**config.mk**
```make
export PLATFORM = sky130hd
export DESIGN_NAME = data_mem_arbiter
export DESIGN_NICKNAME = d
export VERILOG_FILES = /design/src/rtl/hack_arb_pkg.sv /design/src/rtl/arb_pick.sv /design/src/rtl/data_mem_arbiter.sv
export SDC_FILE = /design/constraint.sdc
export NUM_CORES = 1
export LEC_CHECK = 0
export CORE_MARGIN = 10
export CORE_UTILIZATION = 27
export DETAILED_ROUTE_END_ITERATION = 8
export PLACE_DENSITY = 0.95
export SYNTH_ARGS = -nofsm -noshare
export SYNTH_HDL_FRONTEND = slang
export SYNTH_SLANG_ARGS = --single-unit
```
**constraint.sdc**
```tcl
create_clock -name clk -period 6 [get_ports clk]
set_clock_uncertainty 0.05 [all_clocks]
set_input_delay 0.6 -clock clk [delete_from_list [all_inputs] [get_ports clk]]
set_output_delay 0.6 -clock clk [all_outputs]
set_load 0.05 [all_outputs]
```
**src/rtl/hack_arb_pkg.sv**
```systemverilog
// Shared types and default sizes for the two-master data-RAM arbiter.
package hack_arb_pkg;

  localparam int unsigned ARB_ADDR_W    = 15;
  localparam int unsigned ARB_DATA_W    = 16;
  localparam int unsigned ARB_BURST_MAX = 4;
  // Wide enough for any legal BURST_MAX (1..16).
  localparam int unsigned BURST_CNT_W   = 5;

  typedef enum logic [1:0] {
    ST_IDLE = 2'd0,
    ST_OWN0 = 2'd1,
    ST_OWN1 = 2'd2
  } arb_state_e;

endpackage

```
**src/rtl/arb_pick.sv**
```systemverilog
// Two-way winner select; winner=1 means master 1. Tie goes to the master not granted last.
module arb_pick (
  input  logic req0,
  input  logic req1,
  input  logic rr_last,
  output logic winner
);

  assign winner = req1 & (~req0 | ~rr_last);

endmodule

```
**src/rtl/data_mem_arbiter.sv**
```systemverilog
// Data-RAM arbiter between CPU (m0) and screen/IO scanner (m1) with locked bursts.
// Build option ARB_CPU_PRIORITY_EN: CPU wins every tie and is never burst-limited.
module data_mem_arbiter
  import hack_arb_pkg::*;
#(
  parameter int unsigned ADDR_W    = ARB_ADDR_W,
  parameter int unsigned DATA_W    = ARB_DATA_W,
  parameter int unsigned BURST_MAX = ARB_BURST_MAX
) (
  input  logic              clk,
  input  logic              reset,
  input  logic              m0_req,
  input  logic              m0_we,
  input  logic              m0_lock,
  input  logic [ADDR_W-1:0] m0_addr,
  input  logic [DATA_W-1:0] m0_wdata,
  output logic              m0_gnt,
  output logic              m0_rvalid,
  output logic [DATA_W-1:0] m0_rdata,
  input  logic              m1_req,
  input  logic              m1_we,
  input  logic              m1_lock,
  input  logic [ADDR_W-1:0] m1_addr,
  input  logic [DATA_W-1:0] m1_wdata,
  output logic              m1_gnt,
  output logic              m1_rvalid,
  output logic [DATA_W-1:0] m1_rdata,
  output logic [ADDR_W-1:0] ram_addr,
  output logic              ram_we,
  output logic [DATA_W-1:0] ram_wdata,
  input  logic [DATA_W-1:0] ram_rdata
);

  localparam logic [BURST_CNT_W-1:0] BURST_LIM = BURST_CNT_W'(BURST_MAX);

  arb_state_e             state_q, state_d;
  logic [BURST_CNT_W-1:0] cnt_q, cnt_d, cnt_inc;
  logic                   rr_last_q, rr_last_d;
  logic                   gnt0_q, gnt0_d, gnt1_q, gnt1_d;
  logic                   rvalid0_q, rvalid0_d, rvalid1_q, rvalid1_d;
  logic                   acc0, acc1, at_limit, release_own;
  logic                   winner, pick_rr, lim0_en;

`ifdef ARB_CPU_PRIORITY_EN
  assign pick_rr = 1'b1;
  assign lim0_en = 1'b0;
`else
  assign pick_rr = rr_last_q;
  assign lim0_en = 1'b1;
`endif

  arb_pick u_arb_pick (
    .req0    (m0_req),
    .req1    (m1_req),
    .rr_last (pick_rr),
    .winner  (winner)
  );

  // RAM port follows the owner only while it is requesting.
  always_comb begin : ram_port_mux
    acc0      = (state_q == ST_OWN0) & m0_req;
    acc1      = (state_q == ST_OWN1) & m1_req;
    ram_addr  = '0;
    ram_we    = 1'b0;
    ram_wdata = '0;
    if (acc0) begin
      ram_addr  = m0_addr;
      ram_we    = m0_we;
      ram_wdata = m0_wdata;
    end else if (acc1) begin
      ram_addr  = m1_addr;
      ram_we    = m1_we;
      ram_wdata = m1_wdata;
    end
  end

  // Release and re-arbitrate in the same cycle, so handover has no idle bubble.
  always_comb begin : next_state
    state_d     = state_q;
    cnt_d       = cnt_q;
    rr_last_d   = rr_last_q;
    cnt_inc     = (cnt_q >= BURST_LIM) ? BURST_LIM : cnt_q + BURST_CNT_W'(1);
    at_limit    = (cnt_inc == BURST_LIM);
    release_own = 1'b1;
    case (state_q)
      ST_OWN0: release_own = ~m0_req | ~m0_lock | (lim0_en & at_limit & m1_req);
      ST_OWN1: release_own = ~m1_req | ~m1_lock | (at_limit & m0_req);
      default: release_own = 1'b1;
    endcase
    if (acc0 | acc1) begin
      cnt_d = cnt_inc;
    end
    if (release_own) begin
      cnt_d = '0;
      if (m0_req | m1_req) begin
        state_d   = winner ? ST_OWN1 : ST_OWN0;
        rr_last_d = winner;
      end else begin
        state_d = ST_IDLE;
      end
    end
    gnt0_d    = (state_d == ST_OWN0);
    gnt1_d    = (state_d == ST_OWN1);
    rvalid0_d = acc0 & ~m0_we;
    rvalid1_d = acc1 & ~m1_we;
  end

  always_ff @(posedge clk or negedge reset) begin : state_regs
    if (!reset) begin
      state_q   <= ST_IDLE;
      cnt_q     <= '0;
      rr_last_q <= 1'b1;
      gnt0_q    <= 1'b0;
      gnt1_q    <= 1'b0;
      rvalid0_q <= 1'b0;
      rvalid1_q <= 1'b0;
    end else begin
      state_q   <= state_d;
      cnt_q     <= cnt_d;
      rr_last_q <= rr_last_d;
      gnt0_q    <= gnt0_d;
      gnt1_q    <= gnt1_d;
      rvalid0_q <= rvalid0_d;
      rvalid1_q <= rvalid1_d;
    end
  end

  assign m0_gnt    = gnt0_q;
  assign m1_gnt    = gnt1_q;
  assign m0_rvalid = rvalid0_q;
  assign m1_rvalid = rvalid1_q;
  assign m0_rdata  = rvalid0_q ? ram_rdata : '0;
  assign m1_rdata  = rvalid1_q ? ram_rdata : '0;

endmodule

```
==> results.yml <==
synth:
  synth_common_cells: "and2_1 (33), a22o_1 (31), clkbuf_1 (11), dfrtp_1 (11), inv_1 (6)"
  synth_top_area_share_pct: 23.5
  synth_cells: 135
  syn-cell-area_mm2: 0.00117
  ys_seq_area_share_pct: 25.8
  async_flop_share_pct: 100
  synth_area_leaders: "dfrtp_1 (24%), a22o_1 (23%), and2_1 (18%), ha_1 (4.3%), clkbuf_1 (3.5%)"
  synth_edf_count: 0
  synth_cell_types: 31
  avgSynthCellArea_um2: 8.67
  yosys_register_bits: 12
  synth_top_area_cell: "dfrtp_1"
  synth.most_common_cell: "and2_1"
  yosysWarningCount: 0
  synthFlopType: "dfrtp_1"
  synth_nets: 225
route:
  vias: 1635
  drtAntennaViolNets: 0
  firstDrtPassIters: 4
  drcViolationCount: 0
  routed_wl_um: 6300
  post_drt_wl_per_cell_um: 19.0
  drtIter0Drc: 37
  via_per_inst: 4.92
pwr:
  p_total_uw: 943
  p_leak_uw: 0.00115
  comb_power_share_pct: 77.3
  p_switching_uw: 499
  ir_drop_mv: 0.172
  clkPwrFrac_pct: 9.0
  p_int_uw: 444
  swShare_pct: 52.9
  p_seq_share_pct: 13.7
  p_per_area_mw_per_mm2: 338
die:
  core-area_mm2: 0.00409
  die_w_um: 85.8
  initial_core_util_pct: 28.6
  rows: 23
  die_y_um: 85.8
  die-area_mm2: 0.00737
  pin_count: 154
min_path:
  holdCritStartpoint: "pick_rr"
  hold_class: "reg2reg"
  hold_end: "pick_rr"
  whs_path_depth: 2
worst_setup_path:
  crit_family: "buffers and inverters"
  path_class: "in2out"
  rr_startpoint: "cnt_q[0]"
  cp-end-kind: "output port"
  slowest_delay_ns: 0.83
  r2r_end: "m1_gnt"
  path_buf_inv: 4
  required_ns: 5.35
  r2r_slack_ns: 3.48
  critical_path_arrival_ns: 3.05
  crit_chain: "clkdlybuf4s50_1 -> and2_1 -> buf_4 -> nor2_2 -> buf_4 -> a22o_1 -> clkdlybuf4s50_1"
  slowest_stage: "clkdlybuf4s50_1"
  rr_worst_depth: 6
  crit_path_start_kind: "primary input"
  cp_max_fo: 34
cells_and_area:
  nets: 373
  drive_above_1_share_pct: 4.26
  fin_area_mm2: 0.00279
  nFillCells: 346
  antenna-diode-count: 0
  area_growth_pct: 139
sta:
  hold_viol: 0
  slew_headroom_pct: 58.6
  worst_slew_pin_slew_ns: 0.621
  setup_tns_ns: 0
  clock.fmax_mhz: 270
  timing.hold.ws_ns: 0.469
  slew_viol_final: 0
  period_minus_slack_ns: 3.70
  setup_viol: 0
  rsz0062_at_grt: "false"
  post-route-period-util_pct: 61.7
  finalWorstSetupSlack_ns: 2.30
cts:
  ctsHoldBuffers: 0
  cts_setup_buffers: 0
  cts.sinks: 12
  clockBufferDepth: 2
  h-tree-depth: 1
  cts_root_buf: "clkbuf_8"
  cts_tree: "yes"
  cts.repair.resized: 0
  worstSkewPairLatency_ns: 0.24
  clk_pin_slew_ns: 0.05
  cts_buffers: 3
global_routing:
  antenna_found_initial: 0
  grt_overflow_total: 0
  grt_pass1_wl_um: 9600
  grt.total_usage_pct: 16.0
  grt_start_max_net_pins: 35
  first_global_vias: 1831
place:
  portBuffers: 153
  post-place-ws_ns: 2.29
  dpl_cell_area_mm2: 0.00274
  gp_congestion: 0.794
  post-dp-hpwl_um: 5550
run:
  cap_violations: 0
outcome:
  outcome: "complete, no violations"
cell families after synthesis:
| family | synth area share (%) |
|---|---|
| adder cells (fa/ha/maj) | 4.28 |
| buffers and inverters | 5.88 |
| flip-flops | 25.8 |
| multiplexers | 1.92 |
| AND/OR/NAND/NOR | 25.6 |
| AO/OA/AOI/OAI | 36.6 |
routing by layer:
layer	GRT usage (%)	wire length (um)	vias up
met2	29.0	3130	108
met3	6.72	668	9
met1	16.2	2380	730
li1	-	-	788
met4	4.79	113	0
met5	0	0	-
power groups by stage:
stage	Sequential, uW	Clock (uW)	Combinational [uW]
floorplan	150	0	454
global placement	127	0	722
detailed placement	130	0	735
CTS	129	87.0	737
global route	134	91.2	770
finish	129	84.8	730
flip-flops by register name, summed over array words and instances (netlist names):
| name | count |
|---|---|
| cnt_q | 5 |
| pick_rr | 1 |
| state_q | 2 |
| m0_gnt | 1 |
| m1_rvalid | 1 |
| m1_gnt | 1 |
| m0_rvalid | 1 |
stage by stage:
stage / std cells / util (%)
2_1_floorplan: 135 / -
3_3_place_gp: 328 / 66.9
3_5_place_dp: 328 / 66.9
4_1_cts: 332 / 68.3
5_1_grt: 332 / 68.3
6_report: 332 / 68.3
how the worst max path moves through the flow:
stage | startpoint | to | slack, ns | depth (start not counted)
floorplan | m0_req | ram_we | 2.77 | 6
global placement | m0_req | ram_wdata[8] | 2.32 | 7
detailed placement | m0_req | ram_wdata[12] | 2.29 | 7
CTS | m0_req | ram_wdata[12] | 2.29 | 7
global route | m0_req | ram_wdata[9] | 2.19 | 7
finish | m0_req | ram_wdata[8] | 2.30 | 7
cells in the final DEF, fill, tap and decap left out, types with 2 or more instances in the layout:
cell             instances
mux2_1                   2
buf_4                    2
nor2b_1                  3
and2_1                  33
inv_1                    6
and3_1                   2
nor3_1                   2
ha_1                     4
a21boi_0                 2
a22o_1                  31
dfrtp_1                 11
o21ai_0                  2
clkdlybuf4s50_1        153
clkbuf_8                 4
nor2_1                   4
a22oi_1                  2
nand2_1                  3
worst register-to-register path: cells and delay by family (launching register included):
| family | cells | cell delay (ns) |
|---|---|---|
| AOI/OAI and AO/OA | 2 | 0.99 |
| adders and majority gates | 1 | 0.29 |
| buffers and inverters | 1 | 0.06 |
| DFF | 1 | 0.40 |
| muxes | 1 | 0.39 |
| and+or+nand+nor | 1 | 0.22 |
final cells by class:
| type | count | area (um^2) | area share (%) |
|---|---|---|---|
| repair buffers | 155 | 1550 | 55.4 |
| multi-input cells | 105 | 802 | 28.7 |
| flip-flops and latches | 12 | 302 | 10.8 |
| well taps | 50 | 62.6 | 2.24 |
| clock buffers | 4 | 55.1 | 1.97 |
| inverters | 6 | 22.5 | 0.807 |
No activity file was read; power rests on OpenSTA's default activity.
